$ cat src/rtl/pwl_activation_unit.sv
// Piecewise-linear activation: a LUT lookup feeds a 3-stage interpolate/saturate pipeline.
// The LUT can be rewritten at runtime and reloads a default ramp on reset.
module pwl_activation_unit #(
    parameter int DATA_W = 8,
    parameter int ADDR_W = 4
) (
    input  logic              clk,
    input  logic              rst,
    input  logic              in_valid,
    output logic              in_ready,
    input  logic [DATA_W-1:0] x,
    input  logic              mode,
    output logic              out_valid,
    input  logic              out_ready,
    output logic [DATA_W-1:0] y,
    input  logic              wr_en,
    input  logic [ADDR_W-1:0] wr_addr,
    input  logic [DATA_W-1:0] wr_data
);
    localparam int FRAC_W = DATA_W - ADDR_W;
    localparam int DEPTH  = 2 ** ADDR_W;
    localparam int HALF   = 2 ** (ADDR_W - 1);
    localparam int PROD_W = DATA_W + FRAC_W + 2;
    localparam logic [ADDR_W-1:0] TOP_ADDR = ADDR_W'(HALF - 1);
    localparam logic signed [PROD_W-1:0] SMAX = PROD_W'((2 ** (DATA_W - 1)) - 1);
    localparam logic signed [PROD_W-1:0] SMIN = -PROD_W'(2 ** (DATA_W - 1));

    logic signed [DATA_W-1:0] lut [DEPTH];

    logic [ADDR_W-1:0] addr;
    logic [ADDR_W-1:0] nxt_addr;
    logic [FRAC_W-1:0] frac;
    logic              en;

    // Handshake: a sample moves on in_valid & in_ready and leaves on out_valid & out_ready;
    // the whole pipeline advances as one whenever the output slot is empty or being drained.
    assign en        = !out_valid || out_ready;
    assign in_ready  = en;

    assign addr = x[DATA_W-1 -: ADDR_W];
    assign frac = x[FRAC_W-1:0];

    // The index is two's-complement ordered, so plain increment wraps -1 to 0 for free.
    always_comb begin
        nxt_addr = addr + ADDR_W'(1);
        if (addr == TOP_ADDR) nxt_addr = addr;
    end

    always_ff @(posedge clk) begin
        if (rst) begin
            for (int i = 0; i < DEPTH; i++)
                lut[i] <= (i < HALF) ? DATA_W'(i << FRAC_W) : '0;
        end else if (wr_en) begin
            lut[wr_addr] <= wr_data;
        end
    end

    logic                     v1, v2, v3;
    logic signed [DATA_W-1:0] b1, n1, b2;
    logic [FRAC_W-1:0]        f1;
    logic                     m1;
    logic signed [DATA_W:0]   diff;
    logic signed [PROD_W-1:0] prod, p2, sum;
    logic [DATA_W-1:0]        ysat;

    always_comb begin
        diff = {n1[DATA_W-1], n1} - {b1[DATA_W-1], b1};
        prod = PROD_W'(diff) * PROD_W'($signed({1'b0, f1}));
        sum  = PROD_W'(b2) + (p2 >>> FRAC_W);
        ysat = sum[DATA_W-1:0];
        if (sum > SMAX) ysat = SMAX[DATA_W-1:0];
        else if (sum < SMIN) ysat = SMIN[DATA_W-1:0];
    end

    always_ff @(posedge clk) begin
        if (rst) begin
            v1 <= 1'b0;
            v2 <= 1'b0;
            v3 <= 1'b0;
            b1 <= '0;
            n1 <= '0;
            f1 <= '0;
            m1 <= 1'b0;
            b2 <= '0;
            p2 <= '0;
            y  <= '0;
        end else if (en) begin
            v1 <= in_valid;
            b1 <= lut[addr];
            n1 <= lut[nxt_addr];
            f1 <= frac;
            m1 <= mode;
            v2 <= v1;
            b2 <= b1;
            p2 <= m1 ? '0 : prod;
            v3 <= v2;
            y  <= ysat;
        end
    end

    assign out_valid = v3;
endmodule
$ cat config.mk
export PLATFORM = sky130hd
export DESIGN_NAME = pwl_activation_unit
export DESIGN_NICKNAME = d
export VERILOG_FILES = /design/src/rtl/pwl_activation_unit.sv
export SDC_FILE = /design/constraint.sdc
export NUM_CORES = 1
export LEC_CHECK = 0
export ABC_AREA = 1
export BUFFER_PORTS_ARGS = -buffer_cell sky130_fd_sc_hd__buf_2
export CAP_MARGIN = 10
export CORE_MARGIN = 5
export CORE_UTILIZATION = 47
export CTS_BUF_LIST = sky130_fd_sc_hd__clkbuf_8 sky130_fd_sc_hd__clkbuf_16
export DETAILED_ROUTE_END_ITERATION = 8
export GPL_TIMING_DRIVEN = 0
export PLACE_DENSITY = 0.65
export REMOVE_ABC_BUFFERS = 1
export SYNTH_ARGS = -nofsm -noshare
export SYNTH_HDL_FRONTEND = slang
export SYNTH_SLANG_ARGS = --single-unit
export TNS_END_PERCENT = 30
$ cat constraint.sdc
create_clock -name clk -period 7.3 [get_ports clk]
set_clock_uncertainty 0.1 [all_clocks]
set_input_delay 1.095 -clock clk [delete_from_list [all_inputs] [get_ports clk]]
set_output_delay 1.095 -clock clk [all_outputs]
set_load 0.02 [all_outputs]
After elaboration in Yosys (flattened, before gate mapping)
Memory sizes are Yosys's and may differ from the RTL's. A register that Yosys moved wholly into a read port is not among the register bits.
Cells that the tools add are included.
{"block": "classes", "addsub": 3, "n_reduce_logical": 3, "mux": 12, "order_cmp": 2, "n_eq_ne": 1, "n_mul": 1}
{"cell": "$mux 8", "count": 3}
{"cell": "$mul 9x5->14", "count": 1}
{"cell": "$mux 14", "count": 1}
{"cell": "$add 8x10->11", "count": 1}
{"cell": "$gt 11x8->1 const B", "count": 1}
{"cell": "$lt 11x8->1 const B", "count": 1}
{"cell": "$sub 8x8->9", "count": 1}
{"cell": "$mux 4", "count": 2}
{"cell": "$reduce_or 8->1", "count": 1}
{"cell": "$mux 1", "count": 6}
{"cell": "$add 4x1->4 const B", "count": 1}
{"cell": "$eq 4x3->1 const B", "count": 1}
{"cell": "$logic_not 1->1", "count": 1}
{"cell": "$logic_or 1x1->1", "count": 1}
{"block": "word_totals", "word_cells": 31, "ff_bits": 38, "n_memories": 1, "ram_bits": 128}
{"memory": "lut", "words": 16, "word_bits": 8, "rd": 2, "rd_clocked_by_memory_dff": 2, "write_ports": 16, "line_no": "28", "source": "logic signed [DATA_W-1:0] lut [DEPTH];"}

Logic depth before layout (Yosys ltp)
Gate-level depths: netlist of run 1.
{"block": "depth", "depth_word": 5, "mapped_depth": 27}

Worst setup path after synthesis of run 1
Ideal clock, no wire load.
{"block": "synth_path", "path_kind": "register to register", "startpoint": "register b1[2] (read register of lut)", "endpoint": "register p2[12]", "synth_period_minus_slack_ns": 4.182, "stages_incl_launch_ff": 24, "arrival_time_ns": 4.011, "path_slack_ns": 3.118, "required_time_ns": 7.130, "cell_sequence": "dfxtp_1 > inv_1 > ha_1 > a21oi_1 > o21ai_0 > a21oi_1 > nor2_1 > nor2_1 > xor2_1 > nor2_1 > ha_1 > fa_1 > inv_1 > fa_1 > inv_1 > ha_1 > a21oi_1 > o21a_1 > nand2_1 > nand2_1 > nand3_1 > nand2_1 > nand3_1 > a21oi_1"}
{"block": "synth_between", "elab_chain_len": 3}
{"item": "from (decl)", "line_no": "59", "source": "logic signed [DATA_W-1:0] b1, n1, b2;"}
{"item": "$sub 8x8->9", "line_no": "67", "source": "diff = {n1[DATA_W-1], n1} - {b1[DATA_W-1], b1};"}
{"item": "$mul 9x5->14", "line_no": "68", "source": "prod = PROD_W'(diff) * PROD_W'($signed({1'b0, f1}));"}
{"item": "$mux 14", "line_no": "95", "source": "p2 <= m1 ? '0 : prod;"}
{"item": "to (signal assigned)", "line_no": "95"}
{"item": "to (decl)", "line_no": "63", "source": "logic signed [PROD_W-1:0] prod, p2, sum;"}
No other way between the ends.
A chain may end at the register's enable or synchronous reset.

Worst setup path after layout of run 1
{"block": "layout_path", "startpoint": "register b1[1] (read register of lut)", "endpoint": "register p2[12]"}
The elaborated chain is that of the path after synthesis.

==> out/qor.csv, run 1 <==
metric,value,unit
status,"complete, no violations",
Routed WL,29600,µm
CTS clock-pin slew for the worst setup and hold paths,0.07,ns
Worst-Skew Late Latency,0.44,ns
Post-CTS Resized,0,
CP arrival,5.03,ns
unrepaired setup endpoints after global routing,false,
Port Buffers,35,
Wirelength per Cell,16.5,µm
Vias,9679,
DRT iter0 DRCs,871,
vias in the first global route,9077,
r2r setup slk,2.53,ns
worst vdd ir,143,µV
Post-DRT Antenna Nets,0,
crit path buf inv count,3,
Core ar.,24000,µm²
Slew HR,23.6,%
reg-to-reg endpoint,p2[12]$_SDFFE_PP0P_,
minimum clock period,4.77,ns
CP max stage cell,fa_1,
Peak Freq,210,MHz
# DRC,0,
"top cells by area, synth","edfxtp_1, nand2_1, dfxtp_1",
share of post-route cells with drive strength above 1,7.91,%
pwr dens,259,nW/µm²
Design Power,3.18,mW
critical-path maximum fanout,5,
antenna violations before repair,0,
Final setup viols,0,
CTS tree,built,
final period utilization,65.3,%
CTS buffer count,17,
number of synthesized flops with an enable pin,128,
Synth top cells by count,"nand2_1, inv_1, nor2_1",
top-count cell post-synth,nand2_1,
CTS Sinks,178,
Die H,165,µm
number of diodes,0,
setup repair bufs after CTS,0,
setup TNS,0,ns
synthesis warning total,0,
CP Launch Type,flip-flop,
ys flop type,edfxtp_1,
die area,27400,µm²
global route overflow,0,
crit-path cells,inv_1 > ha_1 > nand2_1 > o21ai_0 > a21oi_1 > nor2_1 > nor2_1 > xor2_1 > nor2_1 > ha_1 > fa_1 > inv_1 > fa_1 > inv_1 > ha_1 > a21oi_1 > o21a_1 > nand2_1 > nand2_1 > nand3_1 > nand2_1 > nand3_1 > a21oi_1,
dpl hpwl,19900,µm
HP Start,v2$_SDFFE_PP0P_,
synthesized area,11400,µm²
GRT Total Usage,22.0,%
Leak,5.61,nW
# hold bufs at CTS,0,
CP most frequent cell,nand2_1,
Synth cell types,38,
Seq cells post-synth,178,
Hold Path Depth,2,
Max-Cap Viols,0,
Detailed Routing Iterations Pass 1,6,
Die W,165,µm
Worst EP required,7.56,ns
r2r startpoint,b1[1]$_SDFFE_PP0P_,
hold violation count in the final report,0,
CTS Buffer Depth,2,
worst min path class,reg -> reg,
Slew @ Worst Pin,1.14,ns
post-synthesis sequential area ratio,42.6,%
Worst setup EP type,flip-flop,
family with the most delay on the worst path,adder cells,
hold worst-path end,v2$_SDFFE_PP0P_,
Top Ports,36,
GP Congestion,0.873,
Critical Setup Path Class,reg -> reg,
synthesized area per cell,7.77,µm²
FP Rows,57,
Initial Util,47.3,%
Layout area overhead,8.22,%
Final Slew Violations,0,
top-area cell type share of the netlist area,33.8,%
Final nets,1542,
"FFs w/ async S/R, synth",0,%
CP max stage delay,0.55,ns
largest net degree at the start of global routing,78,
FF-to-FF path depth,23,
first-pass GRT wire length,46600,µm
Synth area leader,edfxtp_1,
Avg Vias per Cell,5.41,
H-Tree Depth,4,
CTS root buf,clkbuf_16,
Post-Syn Instances,1463,
==> cell usage in the layout (no fill, tap or decap), types with 3 or more instances in the layout <==
| cell type | count |
|---|---|
| nand2_1 | 269 |
| or2_2 | 4 |
| o21ai_2 | 3 |
| nor2_1 | 195 |
| o211ai_2 | 12 |
| a21boi_0 | 6 |
| xor2_1 | 8 |
| fa_1 | 20 |
| inv_2 | 9 |
| nand3_1 | 131 |
| xnor2_1 | 4 |
| nand4_1 | 5 |
| o21ai_0 | 124 |
| edfxtp_1 | 128 |
| nor3_1 | 7 |
| buf_12 | 3 |
| nand2_2 | 10 |
| o211ai_1 | 29 |
| ha_1 | 43 |
| inv_6 | 3 |
| a21oi_1 | 105 |
| inv_8 | 5 |
| inv_1 | 211 |
| clkinv_4 | 3 |
| clkbuf_16 | 17 |
| dfxtp_1 | 50 |
| o22ai_1 | 3 |
| o21bai_1 | 4 |
| clkinv_1 | 3 |
| buf_2 | 35 |
==> worst reg2reg max path: stages, from the launching register on <==
cell	delay (ns)
dfxtp_1	0.45
inv_1	0.08
ha_1	0.28
nand2_1	0.04
o21ai_0	0.32
a21oi_1	0.11
nor2_1	0.11
nor2_1	0.06
xor2_1	0.34
nor2_1	0.08
ha_1	0.33
fa_1	0.55
inv_1	0.06
fa_1	0.53
inv_1	0.04
ha_1	0.34
a21oi_1	0.17
o21a_1	0.17
nand2_1	0.11
nand2_1	0.10
nand3_1	0.07
nand2_1	0.06
nand3_1	0.08
a21oi_1	0.14
==> flip-flops by register name (all words and copies together), names as in the netlist, 4 cells and up <==
name / flops
p2: 10
n1: 8
f1: 4
b2: 8
lut: 128
y: 8
b1: 8
==> layer usage <==
layer  routed length [µm]  vias to the layer above  track usage (%)
met5                    0                        -                0
li1                     -                     4788                -
met2                14500                      367             37.8
met4                  773                        0             8.17
met3                 1960                       55             3.15
met1                12400                     4469             28.2
==> metrics by stage <==
stage / hold slack (ns) / cell area (µm²) / util (%) / instances / setup slack [ns]
finish: 0.358 / 12300 / 51.2 / 1790 / 2.53
CTS: 0.358 / 12300 / 51.1 / 1789 / 2.51
global route: 0.391 / 12300 / 51.2 / 1790 / 2.15
detailed placement: 0.347 / 11700 / 48.5 / 1757 / 2.13
floorplan: 0.330 / 11000 / - / 1395 / 3.12
global placement: 0.340 / 11600 / 48.3 / 1754 / 1.32
==> kinds of logic after synthesis <==
group / share of synthesized area [%]
buf+inv: 10.4
xor+xnor: 0.925
simple gates: 22.6
fa+ha+maj: 8.26
flops: 42.6
compound gates: 15.2
==> power breakdown <==
part / switching [mW] / internal [mW]
Clock: 0.441 / 0.523
Combinational: 0.651 / 0.335
Sequential: 0.0504 / 1.18
==> final cells by class <==
class / count / area [µm²]
Inverter: 223 / 838
Multi-Input combinational cell: 994 / 5350
Tap cell: 324 / 405
Clock buffer: 17 / 425
Timing Repair Buffer: 39 / 250
Sequential cell: 178 / 4840
Clock inverter: 15 / 189
Fill cell: 2295 / 11700
==> worst max path at each step <==
stage	start	endpoint	slack, ns	depth (start not counted)
2_1_floorplan	b1[2]$_SDFFE_PP0P_	p2[12]$_SDFFE_PP0P_	3.12	23
3_3_place_gp	out_ready	in_ready	1.32	4
3_5_place_dp	x[4]	n1[7]$_SDFFE_PP0P_	2.13	13
4_1_cts	b1[1]$_SDFFE_PP0P_	p2[12]$_SDFFE_PP0P_	2.51	23
5_1_grt	b1[1]$_SDFFE_PP0P_	p2[12]$_SDFFE_PP0P_	2.15	23
6_report	b1[1]$_SDFFE_PP0P_	p2[12]$_SDFFE_PP0P_	2.53	23
No activity file was read; power rests on OpenSTA's default activity.
==> run 2: changes to the inputs <==
--- a/config.mk
+++ b/config.mk
@@ -13,7 +13,7 @@
 export CTS_BUF_LIST = sky130_fd_sc_hd__clkbuf_8 sky130_fd_sc_hd__clkbuf_16
 export DETAILED_ROUTE_END_ITERATION = 8
 export GPL_TIMING_DRIVEN = 0
-export PLACE_DENSITY = 0.65
+export PLACE_DENSITY = 0.67
 export REMOVE_ABC_BUFFERS = 1
 export SYNTH_ARGS = -nofsm -noshare
 export SYNTH_HDL_FRONTEND = slang
==> constraint.sdc (replaced) <==
create_clock -name clk -period 3.9 [get_ports clk]
set_clock_uncertainty 0.1 [all_clocks]
set_input_delay 0.585 -clock clk [delete_from_list [all_inputs] [get_ports clk]]
set_output_delay 0.585 -clock clk [all_outputs]
set_load 0.02 [all_outputs]
==> run 2 against run 1 <==
Against the previous run:
- the run now ends with negative setup slack left
- setup slack worse by 2.9 ns
- total power up 100%
- count of clock-buffer cells in the layout unchanged
- critical path depth unchanged
- core utilization rose by 2.1 points
- largest power group is now combinational cells
==> out/qor.csv, run 2 (synthesis gave the netlist of run 1 again) <==
metric,value,unit
max reg flops,128,
r2r startpoint,n1[0]$_SDFFE_PP0P_,
CTS buffer count,17,
Wirelength per Cell,16.2,µm
Design Power,6.40,mW
Final nets,1554,
Critical Setup Path Class,reg -> reg,
FP Rows,57,
GP Congestion,0.940,
Final setup viols,9,
minimum clock period,4.29,ns
Vias,9660,
fin area,12800,µm²
largest net degree at the start of global routing,78,
CTS tree,built,
vias in the first global route,9410,
Post-Place Cells,1757,
CP arrival,4.56,ns
hold violation count in the final report,0,
Slew HR,27.1,%
number of diodes,0,
clock network power share,27.6,%
Initial Util,47.3,%
FF-to-FF path depth,23,
reg-to-reg endpoint,p2[13]$_SDFFE_PP0P_,
DRT iter0 DRCs,723,
Avg Vias per Cell,5.36,
Logic pwr share,36.2,%
Layout area overhead,12.7,%
CP Launch Type,flip-flop,
Core ar.,24000,µm²
Port Buffers,35,
Post-DP Area,11700,µm²
sequential fraction of design power,36.1,%
worst hold margin,0.306,ns
Max-Cap Viols,0,
share of post-route cells with drive strength above 1,14.1,%
HP Start,mode,
# hold bufs at CTS,0,
dpl hpwl,20200,µm
Peak Freq,233,MHz
Slew @ Worst Pin,1.09,ns
Top Registers,"lut: 128 flops, p2: 10 flops",
worst vdd ir,312,µV
CTS Sinks,178,
Post-DRT Antenna Nets,0,
Leak,5.71,nW
Routed WL,29300,µm
CTS root buf,clkbuf_16,
Die H,165,µm
Hold Path Depth,3,
final period utilization,110,%
Detailed Routing Iterations Pass 1,7,
r2r setup slk,-0.39,ns
fillcell total,2285,
# DRC,0,
die area,27400,µm²
"most common cell after layout, fill and taps aside",nand2_1,
Top Ports,36,
first-pass GRT wire length,47800,µm
Switching Share,37.0,%
Die W,165,µm
hold worst-path end,m1$_SDFFE_PP0P_,
antenna violations before repair,0,
setup ws final,-0.394,ns
worst min path class,in -> reg,
GRT Total Usage,22.2,%
dpl ws,-0.855,ns
unrepaired setup endpoints after global routing,true,
"Core Util, Final",53.3,%
H-Tree Depth,4,
most frequent cells in the layout,"nand2_1, inv_1, nor2_1",
Reg area,4850,µm²
failing checks,negative setup slack,
CTS Buffer Depth,2,
crit-path cells,inv_2 > ha_4 > fa_2 > inv_2 > nand3_4 > nand2_4 > a31o_4 > xor2_4 > inv_2 > nor2_2 > ha_1 > fa_1 > inv_1 > fa_1 > inv_2 > ha_4 > a21oi_4 > nand2_1 > a21oi_1 > nand2_1 > nand3_1 > nand3_2 > a21oi_2,
CP max stage cell,fa_1,
Multi-input gate area,5750,µm²
CP most frequent cell,inv_2,
pwr dens,500,nW/µm²
"Most flops, register",lut,
CP max stage delay,0.51,ns
Worst setup EP type,flip-flop,
setup TNS,-2.56,ns
critical-path maximum fanout,4,
Worst EP required,4.17,ns
fin cells,1802,
CTS clock-pin slew for the worst setup and hold paths,0.07,ns
Final Slew Violations,0,
status,finished with violations,
P_sw,2.37,mW
Internal Power,4.04,mW
Worst-Skew Late Latency,0.44,ns
global route overflow,0,
-- run 2: cell count changes in the layout (fill, tap and decap cells not counted), moves of 11 or more --
cell / change
nand2_1: -14
ha_1: -13
ha_4: +13
inv_1: -13
inv_2: +13
buf_4: +12
nand2_2: +11
-- run 2: power groups by stage --
stage / Clock, mW / Sequential (mW) / Combinational, mW
2_1_floorplan: 0 / 2.37 / 1.32
3_3_place_gp: 0 / 2.34 / 1.80
3_5_place_dp: 0 / 2.35 / 1.84
4_1_cts: 1.79 / 2.31 / 2.23
5_1_grt: 1.89 / 2.33 / 2.58
6_report: 1.77 / 2.31 / 2.32
-- run 2: routing by layer --
layer  global-route usage (%)  vias up  part of all wire [%]
li1                         -     4810                     -
met1                     28.6     4446                    42
met2                     37.1      338                    47
met3                     3.43       66                   6.1
met4                     10.0        0                   4.3
met5                        0        -                     0
-- run 2: repair_timing --
action,4_1_cts,5_1_grt
resized for setup,84,21
endpoints found under the setup margin,17,17
buffers inserted,13,0
pin swaps,65,25
-- run 2: worst max-delay path, delay by kind of cell, from the launching register on --
| family | cells | cell delay [ns] |
|---|---|---|
| and+or+nand+nor | 7 | 0.66 |
| adders and majority gates | 6 | 2.05 |
| AOI/OAI and AO/OA | 4 | 0.59 |
| xor gates and xnor gates | 1 | 0.18 |
| buffers and inverters | 5 | 0.31 |
| DFF | 1 | 0.33 |
-- run 2: how the worst max path moves through the flow --
stage / endpoint / from / cells past startpoint / slack, ns
after global placement: in_ready / out_ready / 4 / -1.04
after global routing: p2[12]$_SDFFE_PP0P_ / b1[2]$_SDFFE_PP0P_ / 21 / -0.58
after detailed placement: p2[12]$_SDFFE_PP0P_ / b1[1]$_SDFFE_PP0P_ / 23 / -0.85
after CTS: p2[13]$_SDFFE_PP0P_ / n1[0]$_SDFFE_PP0P_ / 26 / -0.36
final: p2[13]$_SDFFE_PP0P_ / n1[0]$_SDFFE_PP0P_ / 23 / -0.39
after floorplan: p2[12]$_SDFFE_PP0P_ / b1[2]$_SDFFE_PP0P_ / 23 / -0.28
-- run 2: final cells by class --
type	instances	area share [%]
clock buffer	17	3.32
clock inverter	15	1.45
inverter	223	6.54
multi-input combinational	994	44.9
sequential	178	37.9
tap	324	3.16
timing repair buffer	51	2.72
==> run 3: changes to the inputs <==
--- a/config.mk
+++ b/config.mk
@@ -8,7 +8,7 @@
 export ABC_AREA = 1
 export BUFFER_PORTS_ARGS = -buffer_cell sky130_fd_sc_hd__buf_2
 export CAP_MARGIN = 10
-export CORE_MARGIN = 5
+export CORE_MARGIN = 3
 export CORE_UTILIZATION = 47
 export CTS_BUF_LIST = sky130_fd_sc_hd__clkbuf_8 sky130_fd_sc_hd__clkbuf_16
 export DETAILED_ROUTE_END_ITERATION = 8
==> constraint.sdc (replaced) <==
create_clock -name clk -period 3.5 [get_ports clk]
set_clock_uncertainty 0.1 [all_clocks]
set_input_delay 0.525 -clock clk [delete_from_list [all_inputs] [get_ports clk]]
set_output_delay 0.525 -clock clk [all_outputs]
set_load 0.02 [all_outputs]
==> run 3 against run 2 <==
Against the previous run:
- the flow still finishes with violations (negative setup slack)
- total power up 13%
- fmax decreased by 1.1%
- non-clock buffer count is 8 higher
- cell count grew 0.17%
- via count up 2.2%
- worst hold slack worse by 0.056 ns
- critical path type unchanged
- global-route usage is 1.5 points higher
- setup slack got worse by 0.45 ns
==> out/qor.csv, run 3 (synthesis gave the netlist of run 1 again) <==
metric,value,unit
FP Rows,56,
reg-to-reg endpoint,p2[13]$_SDFFE_PP0P_,
H-Tree Depth,4,
CTS Buffer Depth,2,
Max-Cap Viols,0,
CTS buffer count,17,
setup ws final,-0.841,ns
Worst EP required,3.78,ns
Vias,9876,
Switching Share,37.7,%
unrepaired setup endpoints after global routing,true,
Critical Setup Path Class,reg -> reg,
DRT iter0 DRCs,954,
Final Slew Violations,0,
Wirelength per Cell,17.0,µm
Hold Path Depth,3,
max reg flops,128,
CTS root buf,clkbuf_16,
Logic pwr share,38.6,%
Post-DRT Antenna Nets,0,
Initial Util,48.1,%
antenna violations before repair,0,
Final setup viols,10,
Worst-Skew Late Latency,0.45,ns
"most common cell after layout, fill and taps aside",nand2_1,
Top Ports,36,
share of post-route cells with drive strength above 1,15.5,%
Die W,161,µm
Crit. Startpoint,b1[1]$_SDFFE_PP0P_,
critical-path maximum fanout,4,
die area,26100,µm²
# DRC,0,
r2r startpoint,b1[1]$_SDFFE_PP0P_,
fillcell total,2166,
CTS Sinks,178,
Worst setup EP type,flip-flop,
vias in the first global route,9484,
hold worst-path end,v1$_SDFFE_PP0P_,
Internal Power,4.53,mW
P_sw,2.73,mW
Top Registers,"lut: 128 flops, p2: 10 flops",
clock network power share,25.8,%
Slew @ Worst Pin,1.24,ns
Layout area overhead,14.2,%
Routed WL,30700,µm
Port Buffers,35,
Peak Freq,230,MHz
Final nets,1562,
Avg Vias per Cell,5.47,
status,finished with violations,
Die H,161,µm
r2r setup slk,-0.84,ns
GRT Total Usage,23.7,%
minimum clock period,4.34,ns
CTS clock-pin slew for the worst setup and hold paths,0.07,ns
FF-to-FF path depth,23,
"Core Util, Final",55.0,%
global route overflow,0,
Detailed Routing Iterations Pass 1,6,
"Most flops, register",lut,
Slew HR,17.3,%
HP Start,in_valid,
sequential fraction of design power,35.6,%
number of diodes,0,
dpl ws,-1.25,ns
CP Launch Type,flip-flop,
largest net degree at the start of global routing,78,
Core ar.,23600,µm²
final period utilization,124,%
pwr dens,559,nW/µm²
worst vdd ir,296,µV
GP Congestion,0.858,
first-pass GRT wire length,48900,µm
Leak,5.74,nW
dpl hpwl,19900,µm
# hold bufs at CTS,0,
failing checks,negative setup slack,
worst min path class,in -> reg,
most frequent cells in the layout,"nand2_1, inv_1, nor2_1",
hold violation count in the final report,0,
CP arrival,4.62,ns
CTS tree,built,
[run 3: changes by cell type in the layout (fill, tap and decap cells not counted), sizes merged]
cell / previous run / this run
buf: 50 / 58
bufinv: 1 / 0
clkinv: 8 / 7
clkinvlp: 1 / 2
inv: 228 / 229
[run 3: worst max-delay path, stage by stage (launching register included)]
cell and delay, ns:
dfxtp_4 0.38, inv_2 0.05, ha_4 0.26, nand2_2 0.04, o21ai_2 0.19, nand4_1 0.12
o211ai_1 0.18, xor2_2 0.33, nor2_2 0.09, ha_4 0.23, fa_1 0.52, inv_2 0.04
fa_1 0.52, inv_2 0.05, ha_4 0.27, buf_6 0.10, nand2_4 0.05, nor3_4 0.22
nand3_2 0.12, nand2_2 0.10, inv_1 0.04, nand2_1 0.06, nand3_2 0.09, a21oi_2 0.14
[run 3: how the worst max path moves through the flow]
| stage | end | slack, ns | depth (start not counted) |
|---|---|---|---|
| 6_report | p2[13]$_SDFFE_PP0P_ | -0.84 | 23 |
| 3_5_place_dp | p2[13]$_SDFFE_PP0P_ | -1.25 | 24 |
| 5_1_grt | p2[13]$_SDFFE_PP0P_ | -1.04 | 23 |
| 3_3_place_gp | n1[7]$_SDFFE_PP0P_ | -1.41 | 10 |
| 4_1_cts | p2[12]$_SDFFE_PP0P_ | -0.77 | 23 |
| 2_1_floorplan | p2[12]$_SDFFE_PP0P_ | -0.68 | 23 |
[run 3: cell type report]
class                   count  area [µm²]  share of cell area, %
multi-input cells         994        5890                   45.4
repair buffers             59         432                   3.33
clock inverters            15         138                   1.06
well taps                 319         399                   3.08
flip-flops and latches    178        4850                   37.4
inverters                 223         843                   6.50
clock buffers              17         425                   3.28
[run 3: routing by layer]
metal / GRT usage [%] / vias up / part of all wire [%]
met4: 8.29 / 0 / 2.6
met2: 40.1 / 389 / 49
met3: 4.39 / 59 / 7.7
met1: 30.7 / 4608 / 41
met5: 0 / - / 0
li1: - / 4820 / -
[run 3: power groups by stage]
stage               registers [mW]  clock network, mW  logic, mW
floorplan                     2.64                  0       1.47
global placement              2.62                  0       2.01
detailed placement            2.62                  0       2.06
CTS                           2.58               1.89       2.55
global route                  2.61               1.98       3.10
finish                        2.58               1.88       2.80
[run 3: what timing repair did]
| item | CTS | global route |
|---|---|---|
| pin swaps | 62 | 48 |
| setup endpoints to repair | 18 | 18 |
| resized for setup | 94 | 42 |
| setup buffers | 14 | 7 |
[run 3: metrics by stage]
step | cell area, µm² | hold WS [ns] | std cells | setup TNS [ns] | total power, mW
finish | 13000 | 0.250 | 1805 | -6.12 | 7.26
global route | 13000 | 0.260 | 1805 | -7.96 | 7.69
CTS | 12700 | 0.238 | 1798 | -5.68 | 7.02
detailed placement | 11700 | 0.358 | 1752 | -18.60 | 4.68
global placement | 11600 | 0.348 | 1749 | -121.71 | 4.62
floorplan | 11000 | 0.330 | 1395 | -5.12 | 4.10
